## config.mk

```make
export PLATFORM = sky130hd
export DESIGN_NAME = dma_ctrl
export DESIGN_NICKNAME = d
export VERILOG_FILES = /design/src/rtl/dma_pkg.sv /design/src/rtl/dma_regs.sv /design/src/rtl/dma_ctrl.sv
export SDC_FILE = /design/constraint.sdc
export NUM_CORES = 1
export LEC_CHECK = 0
export CAP_MARGIN = 20
export CORE_MARGIN = 2
export CORE_UTILIZATION = 45
export CTS_CLUSTER_SIZE = 25
export DETAILED_ROUTE_END_ITERATION = 8
export PLACE_DENSITY = 0.71
export SLEW_MARGIN = 20
export SYNTH_ARGS = -nofsm -noshare
export SYNTH_HDL_FRONTEND = slang
export SYNTH_SLANG_ARGS = --single-unit
```

## constraint.sdc

```tcl
create_clock -name i_clk -period 20.3 [get_ports i_clk]
set_clock_uncertainty 0.1 [all_clocks]
set_input_delay 3.045 -clock i_clk [delete_from_list [all_inputs] [get_ports i_clk]]
set_output_delay 3.045 -clock i_clk [all_outputs]
set_load 0.02 [all_outputs]
```

## src/rtl/dma_pkg.sv

```systemverilog
// Shared definitions for the single-channel word DMA: register map, bit fields,
// FSM encoding and the peripheral base address used by the decoder and read mux.
package dma_pkg;

   localparam logic [31:0] DMA_BASE = 32'h4000_0500;

   // Register word indices, i.e. slave addr[4:2]
   localparam logic [2:0] DMA_SRC    = 3'd0;
   localparam logic [2:0] DMA_DST    = 3'd1;
   localparam logic [2:0] DMA_LEN    = 3'd2;
   localparam logic [2:0] DMA_CTRL   = 3'd3;
   localparam logic [2:0] DMA_STATUS = 3'd4;

   localparam int CTRL_START   = 0;
   localparam int CTRL_SRC_INC = 1;
   localparam int CTRL_DST_INC = 2;
   localparam int CTRL_IEN     = 3;
   localparam int CTRL_ABORT   = 4;

   localparam int STAT_BUSY    = 0;
   localparam int STAT_DONE    = 1;
   localparam int STAT_ABORTED = 2;

   localparam logic [1:0] BHW_WORD = 2'b10;

   typedef enum logic [1:0] {
      ST_IDLE  = 2'd0,
      ST_REQ   = 2'd1,
      ST_READ  = 2'd2,
      ST_WRITE = 2'd3
   } dma_state_t;

   function automatic logic is_dma_addr(input logic [31:0] a);
      return a[31:8] == DMA_BASE[31:8];
   endfunction

endpackage

```

## src/rtl/dma_regs.sv

```systemverilog
// DMA slave register file: SRC/DST/LEN/CTRL config, start/abort strobes, sticky
// W1C status. Reads are combinational; config writes are locked out while busy.
module dma_regs
   import dma_pkg::*;
#(
   parameter int ADDR_W = 32,
   parameter int LEN_W  = 16
) (
   input  logic              i_clk,
   input  logic              i_reset,
   input  logic              i_cs,
   input  logic              i_wr,
   input  logic [31:0]       i_addr,
   input  logic [31:0]       i_wdata,
   input  logic              i_busy,
   input  logic              i_done_set,
   input  logic              i_abort_set,
   output logic [31:0]       o_rdata,
   output logic [ADDR_W-1:0] o_src,
   output logic [ADDR_W-1:0] o_dst,
   output logic [LEN_W-1:0]  o_len,
   output logic              o_src_inc,
   output logic              o_dst_inc,
   output logic              o_ien,
   output logic              o_start,
   output logic              o_abort,
   output logic              o_done,
   output logic              o_aborted
);

   logic [ADDR_W-1:0] r_src;
   logic [ADDR_W-1:0] r_dst;
   logic [LEN_W-1:0]  r_len;
   logic              r_src_inc;
   logic              r_dst_inc;
   logic              r_ien;
   logic              r_done;
   logic              r_aborted;

   logic [2:0] w_sel;
   logic       w_wr;
   logic       w_cfg_wr;
   logic       w_ctrl_wr;
   logic       w_stat_wr;
   logic       w_unused_addr;

   assign w_sel         = i_addr[4:2];
   assign w_wr          = i_cs & i_wr;
   assign w_cfg_wr      = w_wr & ~i_busy;
   assign w_ctrl_wr     = w_wr & (w_sel == DMA_CTRL);
   assign w_stat_wr     = w_wr & (w_sel == DMA_STATUS);
   assign w_unused_addr = &{1'b0, i_addr[31:5], i_addr[1:0]};

   // Abort beats a start carried in the same write
   assign o_abort = w_ctrl_wr & i_wdata[CTRL_ABORT];
   assign o_start = w_ctrl_wr & i_wdata[CTRL_START] & ~i_wdata[CTRL_ABORT] & ~i_busy;

   always_ff @(posedge i_clk or posedge i_reset) begin
      if (i_reset) begin
         r_src     <= '0;
         r_dst     <= '0;
         r_len     <= '0;
         r_src_inc <= 1'b0;
         r_dst_inc <= 1'b0;
         r_ien     <= 1'b0;
      end else if (w_cfg_wr) begin
         case (w_sel)
            DMA_SRC: r_src <= i_wdata[ADDR_W-1:0];
            DMA_DST: r_dst <= i_wdata[ADDR_W-1:0];
            DMA_LEN: r_len <= i_wdata[LEN_W-1:0];
            DMA_CTRL: begin
               r_src_inc <= i_wdata[CTRL_SRC_INC];
               r_dst_inc <= i_wdata[CTRL_DST_INC];
               r_ien     <= i_wdata[CTRL_IEN];
            end
            default: ;
         endcase
      end
   end

   // A set in the same cycle as the W1C wins
   always_ff @(posedge i_clk or posedge i_reset) begin
      if (i_reset) begin
         r_done    <= 1'b0;
         r_aborted <= 1'b0;
      end else begin
         r_done    <= i_done_set  | (r_done    & ~(w_stat_wr & i_wdata[STAT_DONE]));
         r_aborted <= i_abort_set | (r_aborted & ~(w_stat_wr & i_wdata[STAT_ABORTED]));
      end
   end

   always_comb begin
      o_rdata = '0;
      case (w_sel)
         DMA_SRC:  o_rdata = 32'(r_src);
         DMA_DST:  o_rdata = 32'(r_dst);
         DMA_LEN:  o_rdata = 32'(r_len);
         DMA_CTRL: begin
            o_rdata[CTRL_SRC_INC] = r_src_inc;
            o_rdata[CTRL_DST_INC] = r_dst_inc;
            o_rdata[CTRL_IEN]     = r_ien;
         end
         DMA_STATUS: begin
            o_rdata[STAT_BUSY]    = i_busy;
            o_rdata[STAT_DONE]    = r_done;
            o_rdata[STAT_ABORTED] = r_aborted;
         end
         default: o_rdata = '0;
      endcase
   end

   assign o_src     = r_src;
   assign o_dst     = r_dst;
   assign o_len     = r_len;
   assign o_src_inc = r_src_inc;
   assign o_dst_inc = r_dst_inc;
   assign o_ien     = r_ien;
   assign o_done    = r_done;
   assign o_aborted = r_aborted;

endmodule

```

## src/rtl/dma_ctrl.sv

```systemverilog
// Single-channel word DMA: bus master copying LEN words read-then-write, 1 REQ cycle
// plus 2 cycles per word; the FSM freezes whenever the arbiter withholds grant.
module dma_ctrl
   import dma_pkg::*;
#(
   parameter int ADDR_W = 32,
   parameter int LEN_W  = 16
) (
   input  logic              i_clk,
   input  logic              i_reset,
   input  logic              i_cs,
   input  logic              i_wr,
   input  logic [31:0]       i_addr,
   input  logic [31:0]       i_wdata,
   output logic [31:0]       o_rdata,
   output logic              o_busReq,
   input  logic              i_busGnt,
   output logic [ADDR_W-1:0] o_mAddr,
   output logic [31:0]       o_mWrData,
   output logic              o_mWe,
   output logic [1:0]        o_mBHW,
   input  logic [31:0]       i_mRdData,
   output logic              o_irq
);

   dma_state_t r_state;
   dma_state_t w_next;

   logic [ADDR_W-1:0] r_cur_src;
   logic [ADDR_W-1:0] r_cur_dst;
   logic [LEN_W-1:0]  r_cnt;
   logic [31:0]       r_buf;

   logic [ADDR_W-1:0] w_src;
   logic [ADDR_W-1:0] w_dst;
   logic [LEN_W-1:0]  w_len;
   logic              w_src_inc;
   logic              w_dst_inc;
   logic              w_ien;
   logic              w_start;
   logic              w_abort;
   logic              w_done;
   logic              w_aborted;
   logic              w_busy;
   logic              w_abort_set;
   logic              w_done_set;
   logic              w_load;
   logic              w_latch;
   logic              w_step;

   assign w_busy      = (r_state != ST_IDLE);
   assign w_abort_set = w_abort & w_busy;

   dma_regs #(
      .ADDR_W (ADDR_W),
      .LEN_W  (LEN_W)
   ) u_regs (
      .i_clk       (i_clk),
      .i_reset     (i_reset),
      .i_cs        (i_cs),
      .i_wr        (i_wr),
      .i_addr      (i_addr),
      .i_wdata     (i_wdata),
      .i_busy      (w_busy),
      .i_done_set  (w_done_set),
      .i_abort_set (w_abort_set),
      .o_rdata     (o_rdata),
      .o_src       (w_src),
      .o_dst       (w_dst),
      .o_len       (w_len),
      .o_src_inc   (w_src_inc),
      .o_dst_inc   (w_dst_inc),
      .o_ien       (w_ien),
      .o_start     (w_start),
      .o_abort     (w_abort),
      .o_done      (w_done),
      .o_aborted   (w_aborted)
   );

   always_ff @(posedge i_clk or posedge i_reset) begin
      if (i_reset) begin
         r_state <= ST_IDLE;
      end else begin
         r_state <= w_next;
      end
   end

   always_comb begin
      w_next     = r_state;
      o_busReq   = 1'b0;
      o_mAddr    = '0;
      o_mWrData  = '0;
      o_mWe      = 1'b0;
      w_load     = 1'b0;
      w_latch    = 1'b0;
      w_step     = 1'b0;
      w_done_set = 1'b0;
      case (r_state)
         ST_IDLE: begin
            if (w_start) begin
               if (w_len != '0) begin
                  w_next = ST_REQ;
                  w_load = 1'b1;
               end else begin
                  w_done_set = 1'b1;
               end
            end
         end
         ST_REQ: begin
            o_busReq = 1'b1;
            if (w_abort) begin
               w_next = ST_IDLE;
            end else if (i_busGnt) begin
               w_next = ST_READ;
            end
         end
         ST_READ: begin
            o_busReq = 1'b1;
            o_mAddr  = r_cur_src;
            if (w_abort) begin
               w_next = ST_IDLE;
            end else if (i_busGnt) begin
               w_latch = 1'b1;
               w_next  = ST_WRITE;
            end
         end
         ST_WRITE: begin
            o_busReq  = 1'b1;
            o_mAddr   = r_cur_dst;
            o_mWrData = r_buf;
            // The word in flight on an abort cycle must not reach the target
            o_mWe     = ~w_abort;
            if (w_abort) begin
               w_next = ST_IDLE;
            end else if (i_busGnt) begin
               w_step = 1'b1;
               if (r_cnt == LEN_W'(1)) begin
                  w_next     = ST_IDLE;
                  w_done_set = 1'b1;
               end else begin
                  w_next = ST_READ;
               end
            end
         end
         default: w_next = ST_IDLE;
      endcase
   end

   always_ff @(posedge i_clk or posedge i_reset) begin
      if (i_reset) begin
         r_cur_src <= '0;
         r_cur_dst <= '0;
         r_cnt     <= '0;
         r_buf     <= '0;
      end else begin
         if (w_load) begin
            r_cur_src <= w_src;
            r_cur_dst <= w_dst;
            r_cnt     <= w_len;
         end
         if (w_latch) begin
            r_buf <= i_mRdData;
         end
         if (w_step) begin
            r_cnt <= r_cnt - LEN_W'(1);
            if (w_src_inc) begin
               r_cur_src <= r_cur_src + ADDR_W'(4);
            end
            if (w_dst_inc) begin
               r_cur_dst <= r_cur_dst + ADDR_W'(4);
            end
         end
      end
   end

   assign o_mBHW = BHW_WORD;
   assign o_irq  = w_done & w_ien;

endmodule

```

==> flow_metrics.py <==
metrics = {
    "clock_tree": {
        "clkTransAtPathRegs_ps": 70,
        "htreeDepth": 4,
        "clkLatencyLatePin_ps": 440,
        "ctsResizeCount": 0,
        "post-cts-setup-buffer-count": 0,
        "cts_buffers": 17,
        "ctsHoldBuffers": 0,
        "cts.sinks": 199,
        "tritoncts": "built",
        "cts-root-buf": "clkbuf_16",
        "clock_path_buffers": 2,
    },
    "synthesis": {
        "yosysUniqueCellTypes": 64,
        "synth_top_area_share_pct": 47.8,
        "ys_ff_latch": 199,
        "synth_common_cells": "dfrtp_1 (199), mux2_2 (112), nor2_1 (91)",
        "synth_top_flop_cell": "dfrtp_1",
        "synth.area.top_cells": "dfrtp_1 (48%), mux2_2 (12%), a22o_1 (4.1%), nor2_1 (3.3%), a211oi_1 (3.1%)",
        "synth_edf_count": 0,
        "syn_inst": 1004,
        "async_reset_ff_share_pct": 100,
        "avgSynthCellArea_sq_um": 10.4,
        "synth-seq-area-share_pct": 47.8,
        "ys_warn_count": 0,
        "synth_area_sq_mm": 0.0104,
        "synth_nets": 1114,
        "yosysMostFrequentCell": "dfrtp_1",
        "synth_area_leader_cell": "dfrtp_1",
    },
    "pwr": {
        "swShare_pct": 36.2,
        "p_comb_share_pct": 31.6,
        "p_leak_nw": 5.47,
        "p_sw_mw": 0.587,
        "pwr-share-clk_pct": 22.7,
        "p_per_area_mw_per_mm2": 125,
        "p_int_mw": 1.03,
        "pwr-share-seq_pct": 45.7,
        "irDropWorstVdd_uv": 66.8,
    },
    "route": {
        "dr.pass1.iters": 5,
        "vias_per_cell": 6.06,
        "wire_per_inst_microns": 20.5,
        "drt_wl_total_microns": 29600,
        "dr.first_iter.drc_count": 793,
        "vias": 8757,
        "drcViolationCount": 0,
        "ant_nets": 0,
    },
    "timing": {
        "rsz0062_at_grt": "false",
        "holdWs_ps": 375,
        "worst_pin_slew_ps": 1130,
        "setup_violations": 0,
        "setup_tns_ps": 0,
        "finalCriticalPeriod_ps": 9000,
        "min_period_over_period_pct": 44.3,
        "finalMaxSlewViolations": 0,
        "slew-limit-headroom_pct": 24.5,
        "max_freq_mhz": 111,
        "final_hold_viol_count": 0,
    },
    "final_layout": {
        "syn_to_final_growth_pct": 24.4,
        "nNetsFinal": 1257,
        "antenna_cells": 0,
        "drive_gt1_share_pct": 16.4,
        "fill_cells": 1983,
    },
    "worst_setup_path": {
        "end_kind": "output port",
        "reg2reg_slack_ps": 16750,
        "cp-endpoint": "o_rdata[0]",
        "r2r-start": "r_state[0]",
        "reg2regPathDepth": 7,
        "r2r_end": "r_cur_dst[27]",
        "required_ps": 17150,
        "crit_path_max_fanout": 23,
        "path_class": "in2out",
        "critPathArrivalTime_ps": 5850,
        "cp-start-kind": "input pin",
        "crit_start": "i_addr[2]",
    },
    "place": {
        "hpwlAfterDp_microns": 20900,
        "globalplace.congestion": 0.894,
        "port_buffers": 170,
    },
    "grt": {
        "grt_pass1_wl_microns": 47800,
        "track_usage_pct": 25.0,
        "antenna_found_initial": 0,
        "grt_max_degree": 131,
        "grt-ovfl-total": 0,
        "grt_pass1_vias": 8658,
    },
    "die": {
        "io_pins": 202,
        "start_util_pct": 45.9,
        "die-height_microns": 156,
        "rows": 55,
        "die_w_microns": 156,
        "core_region_area_sq_mm": 0.0227,
        "die_area_sq_mm": 0.0244,
    },
    "worst_hold_path": {
        "hp-class": "reg2reg",
    },
    "status": {
        "status": "completed",
    },
    "run": {
        "drv_cap": 0,
    },
}
==> metrics by stage <==
| step | instances | setup WS (ps) | total power, mW | util [%] | area [sq um] |
|---|---|---|---|---|---|
| finish | 1445 | 11300 | 1.62 | 57.1 | 13000 |
| global route | 1445 | 11160 | 1.72 | 57.1 | 13000 |
| CTS | 1445 | 11340 | 1.63 | 57.1 | 13000 |
| detailed placement | 1413 | 11350 | 1.26 | 54.3 | 12300 |
| global placement | 1413 | 11330 | 1.24 | 54.3 | 12300 |
| floorplan | 1004 | 11730 | 1.04 | - | 10400 |
==> metal layers <==
layer | track usage (%) | wire length (microns)
met2 | 39.0 | 13600
met3 | 7.45 | 2690
met4 | 6.38 | 494
met1 | 34.3 | 12800
met5 | 0 | 0
==> state kept, by name, indices dropped and copies added, names as in the netlist <==
signal	cells
u_regs.o_done	1
u_regs.o_src_inc	1
u_regs.o_dst	32
r_cur_src	32
r_cnt	16
r_state	2
r_cur_dst	32
r_buf	32
u_regs.o_src	32
u_regs.o_len	16
u_regs.o_ien	1
u_regs.o_aborted	1
u_regs.o_dst_inc	1
==> worst min path at each step <==
stage,start,to,slack (ps),cells after the start
6_report,r_cur_src[0],r_cur_src[0],380,2
5_1_grt,r_cur_src[0],r_cur_src[0],410,2
4_1_cts,r_cur_src[0],r_cur_src[0],380,2
3_5_place_dp,r_cur_src[0],r_cur_src[0],360,2
3_3_place_gp,r_cur_src[0],r_cur_src[0],350,2
2_1_floorplan,r_cur_dst[0],r_cur_dst[0],340,2
==> power by group through the flow <==
stage	logic, mW	clock network [mW]	registers (mW)
2_1_floorplan	0.362	0	0.676
3_3_place_gp	0.502	0	0.735
3_5_place_dp	0.513	0	0.744
4_1_cts	0.515	0.373	0.737
5_1_grt	0.562	0.389	0.763
6_report	0.512	0.368	0.741
==> layout make-up <==
type / instances / area [sq um] / area share (%)
well taps: 285 / 357 / 2.75
clock inverters: 15 / 210 / 1.62
repair buffers: 186 / 1820 / 14.0
inverters: 22 / 90.1 / 0.695
multi-input cells: 721 / 5090 / 39.2
clock buffers: 17 / 425 / 3.28
flip-flops and latches: 199 / 4980 / 38.4
==> layout by cell type (no fill, tap or decap), types with 4 or more instances in the layout <==
master	Yosys	layout
dfrtp_1	199	199
clkdlybuf4s50_1	0	170
mux2_2	112	112
nor2_1	91	91
nand2_1	55	55
nor3_1	56	55
a21oi_1	51	51
a22o_1	49	49
a211oi_1	43	43
and2_1	39	39
nand3_1	33	33
o21ai_0	23	22
inv_1	22	21
nor4_1	17	17
clkbuf_16	0	17
buf_4	5	16
and3_1	14	14
mux2i_1	14	14
nand4_1	11	11
and4_1	9	9
ha_1	9	8
o22ai_1	7	7
or3_1	6	6
o21ai_2	4	5
inv_6	0	5
o31ai_1	4	4
a311oi_1	4	4
o221a_2	4	4
o32ai_1	4	4
==> cell families (layout without fill, tap and decap cells) <==
kind of cell	Yosys count	count (layout)	share of synthesized area (%)
AOI/OAI and AO/OA	230	230	16.0
adders and majority gates	9	9	1.08
buffers and inverters	84	240	3.59
DFF	199	199	47.8
muxes	129	129	14.1
other	2	2	0.0720
and+or+nand+nor	351	351	17.4
==> critical path: stages <==
cell	delay, ps
clkdlybuf4s50_1	450
buf_4	300
nor2b_1	890
a21oi_1	240
o22ai_1	250
clkdlybuf4s50_1	660
No activity file was read; power rests on OpenSTA's default activity.
